--- src/rtl/cpu_pkg.sv ---
// Shared CPU definitions: bus/opcode widths and the opcode map used by the
// instruction decoder and the control FSM.
package cpu_pkg;

  localparam int unsigned CPU_DATA_W = 8;
  localparam int unsigned CPU_OP_W   = 4;

  typedef enum logic [3:0] {
    OP_LDA = 4'h0,
    OP_STA = 4'h1,
    OP_ADD = 4'h2,
    OP_SUB = 4'h3,
    OP_XOR = 4'h4,
    OP_INC = 4'h5,
    OP_CLR = 4'h6,
    OP_JMP = 4'h7,
    OP_JPZ = 4'h8,
    OP_JPN = 4'h9,
    OP_HLT = 4'hF
  } opcode_e;

  // Opcodes A..E are unassigned.
  function automatic logic is_illegal(input logic [3:0] op);
    return (op >= 4'hA) && (op <= 4'hE);
  endfunction

endpackage

--- src/rtl/ir_flag_reg.sv ---
// Z/N condition flag register, loaded from the accumulator value.
module ir_flag_reg
  import cpu_pkg::*;
#(
  parameter int unsigned DATA_W = CPU_DATA_W
) (
  input  logic              clock,
  input  logic              reset,
  input  logic              load,
  input  logic [DATA_W-1:0] acc_in,
  output logic              z_flag,
  output logic              n_flag
);

  always_ff @(posedge clock) begin
    if (!reset) begin
      z_flag <= 1'b1;
      n_flag <= 1'b0;
    end else if (load) begin
      z_flag <= (acc_in == '0);
      n_flag <= acc_in[DATA_W-1];
    end
  end

endmodule

--- src/rtl/ir_decoder.sv ---
// Instruction register and one-hot opcode decoder with Z/N flags.
// Optional macro IR_DECODER_ILLEGAL_TRAP_EN: illegal opcodes halt the CPU.
module ir_decoder
  import cpu_pkg::*;
#(
  parameter int unsigned DATA_W = CPU_DATA_W,
  parameter int unsigned OP_W   = CPU_OP_W
) (
  input  logic                     clock,
  input  logic                     reset,
  input  logic [DATA_W-1:0]        bus_in,
  input  logic                     ir_load,
  input  logic [DATA_W-1:0]        acc_in,
  input  logic                     flag_load,
  output logic                     LDA,
  output logic                     STA,
  output logic                     ADD,
  output logic                     SUB,
  output logic                     XOR,
  output logic                     INC,
  output logic                     CLR,
  output logic                     JMP,
  output logic                     JPZ,
  output logic                     JPN,
  output logic                     HLT,
  output logic [DATA_W-OP_W-1:0]   addr_out,
  output logic                     z_flag,
  output logic                     n_flag,
  output logic                     halted,
  output logic                     illegal
);

  logic [DATA_W-1:0] ir;
  logic              ir_valid;
  logic              accept;
  logic              load_halts;
  opcode_e           ir_op;
  opcode_e           bus_op;

  assign ir_op  = opcode_e'(ir[DATA_W-1 -: OP_W]);
  assign bus_op = opcode_e'(bus_in[DATA_W-1 -: OP_W]);
  assign accept = ir_load && !halted;

`ifdef IR_DECODER_ILLEGAL_TRAP_EN
  assign load_halts = (bus_op == OP_HLT) || is_illegal(bus_op);
`else
  assign load_halts = (bus_op == OP_HLT);
`endif

  always_ff @(posedge clock) begin
    if (!reset) begin
      ir       <= '0;
      ir_valid <= 1'b0;
      halted   <= 1'b0;
    end else if (accept) begin
      ir       <= bus_in;
      ir_valid <= 1'b1;
      if (load_halts)
        halted <= 1'b1;
    end
  end

`ifdef IR_DECODER_ILLEGAL_TRAP_EN
  always_ff @(posedge clock) begin
    if (!reset)
      illegal <= 1'b0;
    else if (accept && is_illegal(bus_op))
      illegal <= 1'b1;
  end
`else
  assign illegal = 1'b0;
`endif

  ir_flag_reg #(
    .DATA_W (DATA_W)
  ) u_flags (
    .clock  (clock),
    .reset  (reset),
    .load   (flag_load),
    .acc_in (acc_in),
    .z_flag (z_flag),
    .n_flag (n_flag)
  );

  assign addr_out = ir[DATA_W-OP_W-1:0];

  always_comb begin
    LDA = 1'b0;
    STA = 1'b0;
    ADD = 1'b0;
    SUB = 1'b0;
    XOR = 1'b0;
    INC = 1'b0;
    CLR = 1'b0;
    JMP = 1'b0;
    JPZ = 1'b0;
    JPN = 1'b0;
    HLT = 1'b0;
    if (ir_valid) begin
      // A trapped illegal opcode leaves halted set without an F in IR.
      if (halted) begin
        HLT = 1'b1;
      end else begin
        case (ir_op)
          OP_LDA:  LDA = 1'b1;
          OP_STA:  STA = 1'b1;
          OP_ADD:  ADD = 1'b1;
          OP_SUB:  SUB = 1'b1;
          OP_XOR:  XOR = 1'b1;
          OP_INC:  INC = 1'b1;
          OP_CLR:  CLR = 1'b1;
          OP_JMP:  JMP = 1'b1;
          OP_JPZ:  JPZ = z_flag;
          OP_JPN:  JPN = n_flag;
          OP_HLT:  HLT = 1'b1;
          default: ;
        endcase
      end
    end
  end

endmodule

--- config.mk ---
export PLATFORM = sky130hd
export DESIGN_NAME = ir_decoder
export DESIGN_NICKNAME = d
export VERILOG_FILES = /design/src/rtl/cpu_pkg.sv /design/src/rtl/ir_flag_reg.sv /design/src/rtl/ir_decoder.sv
export SDC_FILE = /design/constraint.sdc
export NUM_CORES = 1
export LEC_CHECK = 0
export CORE_MARGIN = 5
export CORE_UTILIZATION = 30
export DETAILED_ROUTE_END_ITERATION = 6
export HOLD_SLACK_MARGIN = 0.15
export PLACE_DENSITY = 0.66
export SLEW_MARGIN = 40
export SYNTH_ARGS = -nofsm -noshare
export SYNTH_HDL_FRONTEND = slang
export SYNTH_SLANG_ARGS = --single-unit
export TNS_END_PERCENT = 30
--- constraint.sdc ---
create_clock -name clock -period 1.32 [get_ports clock]
set_input_delay 0.264 -clock clock [delete_from_list [all_inputs] [get_ports clock]]
set_output_delay 0.264 -clock clock [all_outputs]
set_load 0.01 [all_outputs]
# [Word-level counts from Yosys, hierarchy flattened]
# Cells that the tools add are included.
[word_totals] output_inout_bits=19 reg_bits=12 inputBits=20 word_cells=54
[classes] muxes=33 reduce_logical=5 n_eq_ne=11
[ops] cell="1-bit two-way mux" count=33
[ops] cell="4-bit by 3-bit equality test with 1-bit output, second input constant" count=4
[ops] cell="4-bit equality test, second input constant" count=4
[ops] cell="4-bit by 2-bit equality test with 1-bit output, second input constant" count=2
[ops] cell="8-bit zero test" count=1
[ops] cell="4-bit by 1-bit equality test with 1-bit output, second input constant" count=1
[ops] cell="4-bit zero test" count=1
[ops] cell="2-bit AND reduction" count=1
[ops] cell="1-bit logical AND" count=1
[ops] cell="1-bit zero test" count=1

# [Longest topological paths before layout]
[depth] ltp_word=4 mapped_depth=4 mapped_depth_nobuf=3

# [By module]
# From an unflattened synthesis, not the netlist that was laid out.
[unflattened] cells_unflattened=80 hier_area_um2=641.9
[by_module_without_submodules] module="ir_decoder" cells_each=71 instances=1 area_each_um2=544.3 seq_area_each_um2=200.2
[by_module_without_submodules] module="ir_flag_reg" cells_each=9 instances=1 area_each_um2=97.6 seq_area_each_um2=40.0

# [Least setup slack after synthesis]
# OpenSTA, ideal clock, no wires.
[synth_timing] path_kind="flip-flop to output port" start="register halted" end="output port LDA" slack_ns=-0.010 t_required_ns=1.056 t_arrival_ns=1.066 path_buffers=0 path_stages_with_launch=3 path_cell_list="dfxtp_1 or4b_4 nor3_2"
[synth_between] elab_chain_cells=2
[synth_lines] element="start, declared" line_no="ir_decoder.sv:29" rtl="output logic halted,"
[synth_lines] element="start signal, assigned" line_no="ir_decoder.sv:54" rtl="halted <= 1'b0;"
[synth_lines] element="start signal, assigned" line_no="ir_decoder.sv:59" rtl="halted <= 1'b1;"
[synth_lines] element="1-bit two-way mux" line_no="ir_decoder.sv:101" rtl="if (halted) begin"
[synth_lines] element="1-bit two-way mux" line_no="ir_decoder.sv:99" rtl="if (ir_valid) begin"
[synth_lines] element="end, declared" line_no="ir_decoder.sv:15" rtl="output logic LDA,"
# Every way passes these cells.

# [Worst setup path in the final report]
[layout_timing] start="register ir[7]" end="output port LDA"
[layout_between] elab_chain_cells=4
[layout_lines] element="start, declared" line_no="ir_decoder.sv:33" rtl="logic [DATA_W-1:0] ir;"
[layout_lines] element="start signal, assigned" line_no="ir_decoder.sv:56" rtl="ir <= bus_in;"
[layout_lines] element="4-bit zero test" line_no="ir_decoder.sv:104" rtl="case (ir_op)"
[layout_lines] element="1-bit two-way mux" line_no="ir_decoder.sv:104"
[layout_lines] element="1-bit two-way mux" line_no="ir_decoder.sv:101"
[layout_lines] element="1-bit two-way mux" line_no="ir_decoder.sv:99"
# Every way passes these cells.

==> impl_metrics.tcl <==
set metrics [dict create \
    wl_um 1689 \
    grt_max_degree 13 \
    dp_hpwl_um 1336 \
    post-place-ws_ns -0.4770 \
    numCtsBuffers 3 \
    setup_slack_ns -0.3302 \
    netlist_top_cells_area "dfxtp_1 38%, nand2_1 10%, a21boi_1 9.5%" \
    layout_commonest_cell "clkdlybuf4s50_1" \
    grt_pass1_vias 630 \
    cts_buffer_depth 2 \
    crit_arrival_ns 1.39 \
    place_congestion 0.7741 \
    design_area_mm2 0.001057 \
    ir_drop_mv 0.5743 \
    post-route-min-period_ns 1.650 \
    grtUsageTotal_pct 11.39 \
    core_area_mm2 0.001982 \
    hold_viol 0 \
    synthCells 79 \
    p_leak_uw 0.0004681 \
    netlist_area_um2 629.4 \
    grt_antenna_before_repair 0 \
    failed_checks "negative setup slack" \
    synth_compound_area_share_pct 13.12 \
    path_class "reg -> out" \
    status "complete, but fails checks" \
    antenna_cells 0 \
    path_cells "or4b_4, nor3_2, buf_2" \
    power.density_mw_per_mm2 826.8 \
    combPwrFrac_pct 21.6 \
    clkTransAtPathRegs_ns 0.08 \
    ys_seq_area_share_pct 38.17 \
    power_switching_uw 204.7 \
    drv_slew 0 \
    cap_violations 0 \
    drc 0 \
    place_area_mm2 0.001028 \
    grt.overflow.total 0 \
    ys_types 23 \
    synth_top_family_by_area "simple AND/OR/NAND/NOR gates" \
    cts-root-buf "clkbuf_4" \
    drive_gt1_share_pct 28.81 \
    drt_iter0_markers 4 \
    max_stage_delay_ns 0.55 \
    clock_sinks 12 \
    synth-xor-area-share_pct 0 \
    layout.nets 139 \
    rsz0062_at_grt "yes" \
    layout_common_cells "19 x clkdlybuf4s50_1, 17 x nand2_1, 10 x buf_2" \
    end_kind "primary output" \
    die_x_um 55.80 \
    yosysTopAreaCellShare_pct 38.17 \
    port_buffers 37 \
    crit_required_ns 1.06 \
    vias 656 \
    grt_pass1_wl_um 2835 \
    crit_slowest_cell "or4b_4" \
    cts_tree "done" \
    p_int_uw 669.4 \
    power_frac_seq_pct 46.1 \
    yosys.area_share.adder_pct 0 \
    synth-seq-cells 12 \
    die_y_um 55.80 \
    yosys_warnings 0 \
    fin_skew_ns 0.007436 \
    wire_per_inst_um 11.65 \
    dr.pass1.iters 4 \
    cp_max_fo 4 \
    synth.area.mux_share_pct 1.590 \
    p_clk_share_pct 32.3 \
    avgSynthCellArea_um2 7.967 \
    core.rowCount 16 \
    worst_skew_pair.late_latency_ns 0.27 \
    synth_top_area_cell "dfxtp_1" \
    setup_violations 11 \
    h-tree-depth 1 \
    hp-class "reg -> reg" \
    vias_per_cell 4.524 \
    critPathLaunchType "register" \
    synth-simple-area-share_pct 37.38 \
    final_core_util_pct 53.35 \
    fmax_mhz 606.0 \
    syn-num-nets 99 \
    tns_ns -2.757 \
    p_sw_share_pct 23.42 \
    drtAntennaViolNets 0 \
    dieArea_mm2 0.003114 \
    io_pins 39 \
    initial_core_util_pct 31.76 \
    min_period_over_period_pct 125.0 \
    area_growth_pct 67.99 \
]
-- per-stage QoR --
stage | total power (µW) | hold slack [ns] | std cells
after floorplan | 490.2 | 0.3988 | 79
after global placement | 596.8 | 0.4426 | 140
after detailed placement | 600.3 | 0.4494 | 140
after CTS | 890.8 | 0.4581 | 145
after global routing | 918.6 | 0.4913 | 145
final | 874.2 | 0.4563 | 145
-- cell type report --
class	count	area [µm²]
Fill cell	182	924.6
Clock buffer	4	36.28
Sequential cell	12	246.5
Tap cell	27	33.78
Multi-Input combinational cell	57	367.9
Timing Repair Buffer	45	372.9
-- power by group through the flow --
stage               logic [µW]  clock network, µW  registers (µW)
detailed placement         190                  0             410
floorplan                 85.9                  0             404
CTS                        191                297             403
finish                     189                283             403
global placement           188                  0             409
global route               207                306             406
-- per-layer routing --
layer	global-route usage [%]	vias to the layer above	wire length (µm)
li1	-	338	-
met1	13.02	299	731
met2	18.24	17	837
met3	3.248	2	92
met4	7.639	0	27
met5	0	-	0
-- cell usage after synthesis --
cell,number
nor4_1,2
nor3_1,1
or4b_4,1
nor4bb_1,1
nor2b_1,4
dfxtp_1,12
a31oi_1,1
nand3_1,2
and3_1,2
o21a_1,1
a41oi_1,1
nand4bb_1,1
and4b_1,1
mux2i_1,1
conb_1,1
nor2_1,7
buf_2,1
a21boi_1,8
nor3_2,1
clkbuf_1,4
buf_4,5
nand2_1,17
nand2b_1,4
-- worst paths after layout --
check / start / slack [ns] / cells after the start / endpoint
worst min register to register: ir[0]$_SDFFE_PN0P_ / 0.46 / 2 / ir[0]$_SDFFE_PN0P_
worst max register to register: halted$_SDFFE_PN0P_ / 0.22 / 4 / ir[7]$_SDFFE_PN0P_
worst min-delay path: ir[0]$_SDFFE_PN0P_ / 0.46 / 2 / ir[0]$_SDFFE_PN0P_
worst max-delay path: ir[7]$_SDFFE_PN0P_ / -0.33 / 3 / LDA
-- kinds of logic (layout without fill, tap and decap cells) --
group                  Yosys count  after routing
AND/OR/NAND/NOR                 44             44
multiplexers                     1              1
other                            1              1
AO/OA/AOI/OAI                   11             11
buffers and inverters           10             49
flip-flops                      12             12
-- what timing repair did --
| item | 4_1_cts | 5_1_grt |
|---|---|---|
| endpoints found under the setup margin | 18 | 12 |
| setup buffers | 1 | 0 |
| gates resized for setup | 62 | 1 |
| pin swaps | 4 | 3 |
| hold buffers | 0 | 0 |
-- sequential cells by signal (all words and copies together), names as in the netlist --
register and count:
halted 1, ir_valid 1, u_flags.z_flag 1, u_flags.n_flag 1, ir 8
-- critical path, delay by kind of cell, from the launching register on --
family                 cells  cell delay (ns)
AND/OR/NAND/NOR            2             0.65
flip-flops                 1             0.32
buffers and inverters      1             0.14
(Power assumes the default switching activity.)
